===== src/rtl/rf_wb_arbiter.sv =====
// Round-robin arbiter sharing the register-file write port between NUM_REQ
// writeback sources. Grants are combinational; the granted write is
// registered and issued one cycle later. Writes to $0 are accepted and
// counted but never strobed into the register file.
module rf_wb_arbiter #(
  parameter int NUM_REQ = 3,
  parameter int DATA_W  = 16,
  parameter int ADDR_W  = 5,
  localparam int SRC_W  = (NUM_REQ > 1) ? $clog2(NUM_REQ) : 1
) (
  input  logic                      clk,
  input  logic                      rst_n,
  input  logic [NUM_REQ-1:0]        req_valid,
  output logic [NUM_REQ-1:0]        req_ready,
  input  logic [NUM_REQ*ADDR_W-1:0] req_addr,
  input  logic [NUM_REQ*DATA_W-1:0] req_data,
  input  logic                      rf_hold,
  output logic                      wr_en,
  output logic [ADDR_W-1:0]         wr_adr,
  output logic [DATA_W-1:0]         wr_data,
  output logic [SRC_W-1:0]          wr_src,
  output logic [7:0]                zero_drops
);

  // Last granted requester; the search for the next winner starts just after it.
  logic [SRC_W-1:0]  rr_ptr;
  logic [SRC_W-1:0]  win_idx;
  logic              win_found;
  logic              accept;
  logic [ADDR_W-1:0] sel_addr;
  logic [DATA_W-1:0] sel_data;

  logic [ADDR_W-1:0] addr_arr [NUM_REQ];
  logic [DATA_W-1:0] data_arr [NUM_REQ];

  // Unpack the flat request buses and form the one-hot grant vector.
  generate
    for (genvar gi = 0; gi < NUM_REQ; gi++) begin : g_req
      assign addr_arr[gi]  = req_addr[gi*ADDR_W +: ADDR_W];
      assign data_arr[gi]  = req_data[gi*DATA_W +: DATA_W];
      assign req_ready[gi] = accept && (win_idx == SRC_W'(gi));
    end
  endgenerate

  // Round-robin search: offset k from the pointer is checked before offset k+1.
  // Candidate i sits at offset k when rr_ptr == (i - k) mod NUM_REQ, which keeps
  // every index a constant and avoids run-time modulo arithmetic.
  always_comb begin
    win_found = 1'b0;
    win_idx   = '0;
    for (int k = 1; k <= NUM_REQ; k++) begin
      for (int i = 0; i < NUM_REQ; i++) begin
        if (!win_found && req_valid[i] &&
            (rr_ptr == SRC_W'((i - k + NUM_REQ) % NUM_REQ))) begin
          win_found = 1'b1;
          win_idx   = SRC_W'(i);
        end
      end
    end
  end

  // A grant is only offered outside reset and while the register file is available.
  assign accept   = rst_n && !rf_hold && win_found;
  assign sel_addr = addr_arr[win_idx];
  assign sel_data = data_arr[win_idx];

  // Register the accepted write; $0 targets are absorbed and counted instead of strobed.
  always_ff @(posedge clk or negedge rst_n) begin
    if (!rst_n) begin
      rr_ptr     <= SRC_W'(NUM_REQ - 1);
      wr_en      <= 1'b0;
      wr_adr     <= '0;
      wr_data    <= '0;
      wr_src     <= '0;
      zero_drops <= '0;
    end else if (accept) begin
      rr_ptr  <= win_idx;
      wr_adr  <= sel_addr;
      wr_data <= sel_data;
      wr_src  <= win_idx;
      wr_en   <= (sel_addr != '0);
      if ((sel_addr == '0) && (zero_drops != 8'hFF)) begin
        zero_drops <= zero_drops + 8'd1;
      end
    end else begin
      wr_en <= 1'b0;
    end
  end

endmodule


===== config.mk =====
export PLATFORM = sky130hd
export DESIGN_NAME = rf_wb_arbiter
export DESIGN_NICKNAME = d
export VERILOG_FILES = /design/src/rtl/rf_wb_arbiter.sv
export SDC_FILE = /design/constraint.sdc
export NUM_CORES = 1
export LEC_CHECK = 0
export BUFFER_PORTS_ARGS = -buffer_cell sky130_fd_sc_hd__buf_2
export CORE_UTILIZATION = 30
export DETAILED_ROUTE_END_ITERATION = 7
export GPL_ROUTABILITY_DRIVEN = 0
export RECOVER_POWER = 100
export REMOVE_ABC_BUFFERS = 1
export SETUP_SLACK_MARGIN = 0.15
export SYNTH_ARGS = -nofsm -noshare
export SYNTH_HDL_FRONTEND = slang
export SYNTH_SLANG_ARGS = --single-unit

===== constraint.sdc =====
create_clock -name clk -period 4.45 [get_ports clk]
set_input_delay 1.1125 -clock clk [delete_from_list [all_inputs] [get_ports clk]]
set_output_delay 1.1125 -clock clk [all_outputs]
set_load 0.005 [all_outputs]

Word-level counts from Yosys, hierarchy flattened --
Cells that the tools add are included.
Word-level totals: flip-flop bits (word level) 34, input bits 69, logic and storage cells 75
Operators by class: $lt $le $gt $ge 1, equal/unequal tests 5, reduce and logical (&&, ||, !) cells 37, muxes and demuxes 24, add/sub/neg operators 1, bitwise operators 1
Operators by type and width (count):
- $bmux W16 S2 | 1
- $mux W16 | 2
- $logic_and A1 B1 Y1 | 23
- $mux W2 | 7
- $mux W1 | 11
- $bmux W5 S2 | 1
- $mux W5 | 2
- $logic_not A1 Y1 | 9
- $add A8 B1 Y8 const B | 1
- $ne A8 B8 Y1 const B | 1
- $logic_not A5 Y1 | 1
- $reduce_bool A5 Y1 | 1
- $eq A2 B1 Y1 const B | 2
- $eq A2 B2 Y1 const B | 2
- $logic_not A2 Y1 | 2
- $ge A3 B3 Y1 const B | 1
- $not A2 Y3 | 1
- $reduce_and A2 Y1 | 1

Logic depth before layout (Yosys ltp) --
word-level depth 42, gate-level depth with buffers 8, mapped depth without buffers 7

Worst setup path after synthesis --
OpenSTA, ideal clock, no wires.
kind input port to output port, start in req_valid[1], end out req_ready[0], arrival time 2.415 ns, path buffers 3, slack 0.922 ns, required time 3.338 ns, stages on the path 6, cell sequence buf_6 > or3_1 > nand4b_1 > clkbuf_1 > buf_1 > nor3b_1
Between the ends: word-level cells in the longest chain between the ends 33, elaborated cells between the ends (all ways) 42, classes of those cells mux (16); reduce/logical (26)
RTL lines:
- start: declaration | line 13 | input logic [NUM_REQ-1:0] req_valid,
- $logic_and A1 B1 Y1 (2 in a row) | line 53 | if (!win_found && req_valid[i] &&
- $mux W1 | line 53
- $logic_not A1 Y1 | line 53
- $logic_and A1 B1 Y1 (2 in a row) | line 53
- $mux W1 | line 53
- $logic_not A1 Y1 | line 53
- $logic_and A1 B1 Y1 (2 in a row) | line 53
- $mux W1 | line 53
- [... 12 more ...]
- $logic_not A1 Y1 | line 53
- $logic_and A1 B1 Y1 (2 in a row) | line 53
- $mux W1 | line 53
- $logic_not A1 Y1 | line 53
- $logic_and A1 B1 Y1 (2 in a row) | line 53
- $mux W2 or $mux W1 (tied branches) | line 53
- $logic_not A2 Y1 or $logic_and A1 B1 Y1 (tied branches) | line 41, 63
- $logic_and A1 B1 Y1 * | line 41 | assign req_ready[gi] = accept && (win_idx == SRC_W'(gi));
- end: declaration | line 14 | output logic [NUM_REQ-1:0] req_ready,
Mark *: on every way between the ends. The rest lies on a longest branch, timed or not.

Worst setup path in the final report --
start in req_valid[0], end out req_ready[2]
Between the ends: word-level cells in the longest chain between the ends 36, elaborated cells between the ends (all ways) 45, classes of those cells eq/ne (1); mux (17); reduce/logical (27)
RTL lines (line):
- $logic_and A1 B1 Y1 | 53
- $mux W1 | 53
- $logic_not A1 Y1 | 53
- $logic_and A1 B1 Y1 (2 in a row) | 53
- $mux W1 | 53
- $logic_not A1 Y1 | 53
- $logic_and A1 B1 Y1 (2 in a row) | 53
- $mux W1 | 53
- [... 16 more ...]
- $logic_not A1 Y1 | 53
- $logic_and A1 B1 Y1 (2 in a row) | 53
- $mux W1 | 53
- $logic_not A1 Y1 | 53
- $logic_and A1 B1 Y1 (2 in a row) | 53
- $mux W2 or $mux W1 (tied branches) | 53
- $eq A2 B2 Y1 or $logic_and A1 B1 Y1 (tied branches) | 41, 63
- $logic_and A1 B1 Y1 * | 41
Marks and branches as above.

==> metrics.md <==
| Metric | Value |
|---|---|
| Result of the run | complete, but fails checks |
| Failing checks | capacitance limit, slew limit |
| # rows | 29 |
| Placed Cells | ~390 |
| Minimum clock period | 3.74 ns |
| RSZ-0062 raised after global routing | false |
| Initial antenna violation count | 0 |
| Critical-path cell list | clkbuf_1, a21oi_1, o21a_1, nor3_1, clkbuf_2 |
| Syn-to-layout area delta | 30.4% |
| Fin nets | 387 |
| PortBufs | about 100 |
| Sum Neg Setup Slack | 0 ns |
| Int Power | between 0.6 and 0.7 mW |
| Postcts setup bufs | 0 |
| Max Fanout on Critical Path | 15 |
| Post-synthesis async set-or-reset flop share | between 90% and 100% |
| CTS max path bufs | 2 |
| Clock transition at path regs | 0.07 ns |
| Fin crit share | 84.1% |
| Warnings, synthesis | 0 |
| Seq pwr share | approximately 44% |
| Gate power share | around 30% |
| Worst slew margin | -16.3% |
| CTS buffer count | 5 |
| Final Power | ~0.9 mW |
| Vias in the first global route | 1693 |
| Synth Register Bits | 33 |
| PostCTS Resize Cnt | 0 |
| Commonest cells in the netlist | nand2_1, dfrtp_1, o21ai_0, nor2_1, nand3_1 |
| TritonCTS clock tree | built |
| Global Route Usage Sum | 14.8% |
| Final Hold Viols | 0 |
| Final Non-Filler Cells | slightly below 400 |
| Clk sink count | 33 |
| I/O pin count | ~100 |
| Vias post-DR | around 1900 |
| Switching part of the total | between 30% and 40% |
| Core box area | 6310 um2 |
| Die span in x | 82.6 um |
| Synth area leader | dfrtp_1 |
| Unique cell type count in the Yosys netlist | 39 |
| Residual DRC | 0 |
| Root Buffer Master | clkbuf_8 |
| H-tree levels | 2 |
| Ant. Diodes | 0 |
| Die Ht | ~83 um |
| Post-synth EDFFs | 0 |
| Hold path depth | 1 |
| Largest net degree at the start of global routing | 34 |
| Setup WS post-layout | between 0.7 and 0.8 ns |
| Top post-synthesis cells by area | dfrtp_1, nand2_1, o21ai_0 |
| WS Path Type | input pin to primary output |
| Worst setup SP type | input pin |
| Seq/Total Area, Yosys | between 40% and 50% |
| Predominant post-synthesis flop cell | dfrtp_1 |
| Clock power share | between 20% and 30% |
| Via/cell ratio | about 4.8 |
| Design Area, Final | approximately 2500 um2 |
| WL/cell | 12.5 um |
| Hold-fix buffers, CTS | 0 |
| Worst endpoint data arrival time | between 2 and 3 ns |
| Worst-Skew Late Latency | approximately 0.28 ns |
| GR Overflow Total | 0 |
| Top-count cell post-synth | nand2_1 |
| Post-DP HPWL | approximately 3700 um |
| Max Cap Viol | 1 |
| Synth Cell Area | 1950 um2 |
| Fmax | about 270 MHz |
| Layout cells sized above 1 | 31.8% |
| ANT nets after route | 0 |
| DIE AREA | 6820 um2 |
| Initial core utilization | 30.9% |
| CP max stage delay | approximately 0.60 ns |
| Placed cell area | between 2000 and 3000 um2 |
| Static Leakage | around 1.3 nW |
| Initial DRT Pass Iterations | 4 |
| Tightest Hold Check Type | register to register |
| Setup Viol. Count Final | 0 |
| Psw | roughly 0.30 mW |
| Global-route wire length before repair | around 7700 um |
| Final Skew | roughly 0.0056 ns |
| Worst setup EP type | primary output |
| Worst-margin pin slew | between 1.5 and 2 ns |
| R2R cell count | 6 |
| Initial DRC count | 90 |
| Slowest CP cell | o21a_1 |
| Final WL | around 4900 um |
| Avg Cell Area, Syn | between 8 and 9 um2 |
| Peak supply drop | between 0.15 and 0.2 mV |
| Pre-CTS setup slack | ~0.94 ns |
| Post-synth top area share | between 40% and 50% |
| Post-Syn Instances | between 200 and 250 |
| CP required | between 3 and 4 ns |
| Pwr Density | around 360 nW/um2 |
| Max Slew Vio Count | 34 |
==> state kept, by name, indices dropped and copies added (netlist names) <==
signal,flops
wr_adr,5
wr_src,2
wr_data,16
wr_en,1
rr_ptr,1
zero_drops,8
==> per-layer routing <==
layer	vias to the layer above	global-route usage, %	share of wire (%)
met3	4	4.62	7.9
met2	64	23.8	46
met5	-	0	0
met4	0	3.62	0.59
li1	965	-	-
met1	876	19.3	45
==> power by group through the flow <==
stage               Sequential [mW]  Clock (mW)  Combinational, mW
detailed placement            0.408           0              0.302
global route                  0.411       0.267              0.318
finish                        0.403       0.243              0.279
global placement              0.408           0              0.295
CTS                           0.403       0.254              0.302
floorplan                     0.409           0              0.156
==> cell type report <==
class	count	area, um2
multi-input cells	162	971
clock buffers	7	96.3
well taps	77	96.3
fillers	687	3770
repair buffers	108	520
flip-flops and latches	33	827
inverters	7	26.3
clock inverters	1	5.00
==> placed cells by master, fill, tap and decap left out, types with 8 or more instances in the layout <==
master	count
clkbuf_1	24
dfrtp_1	32
a21o_1	10
nand2_1	37
o21ai_0	22
buf_2	79
nor3_1	8
a211oi_1	8
mux2i_1	8
nor2_1	14
nand3_1	14
==> path summary, 6_finish.rpt <==
kind	to	slack [ns]	from
worst max-delay path	req_ready[2]	0.71	req_valid[0]
worst min-delay path	wr_src[1]	0.48	wr_src[1]
worst max register to register	zero_drops[1]	1.78	rr_ptr[1]
worst min register to register	wr_src[1]	0.48	wr_src[1]
max in group asynchronous	wr_data[10]	1.98	rst_n
min in group asynchronous	zero_drops[6]	1.45	rst_n
==> critical path: cells and delay by family <==
family                 cells  cell delay, ns
AOI/OAI and AO/OA          2            1.08
buffers and inverters      2            0.27
and+or+nand+nor            1            0.16
==> kinds of logic (layout without fill, tap and decap cells) <==
logic type / Yosys count / count (layout) / share of synthesized area [%]
buf+inv: 22 / 123 / 6.10
flops: 33 / 33 / 42.4
simple gates: 85 / 85 / 21.0
mux: 9 / 9 / 4.69
compound gates: 60 / 60 / 22.0
xor+xnor: 7 / 7 / 3.15
fa+ha+maj: 1 / 1 / 0.642
==> stage by stage <==
stage	util (%)	hold slack [ns]
after global routing	40.3	0.496
after floorplan	-	0.473
final	40.3	0.479
after global placement	39.8	0.459
after detailed placement	39.8	0.461
after CTS	41.4	0.486
No activity file was read; power rests on OpenSTA's default activity.
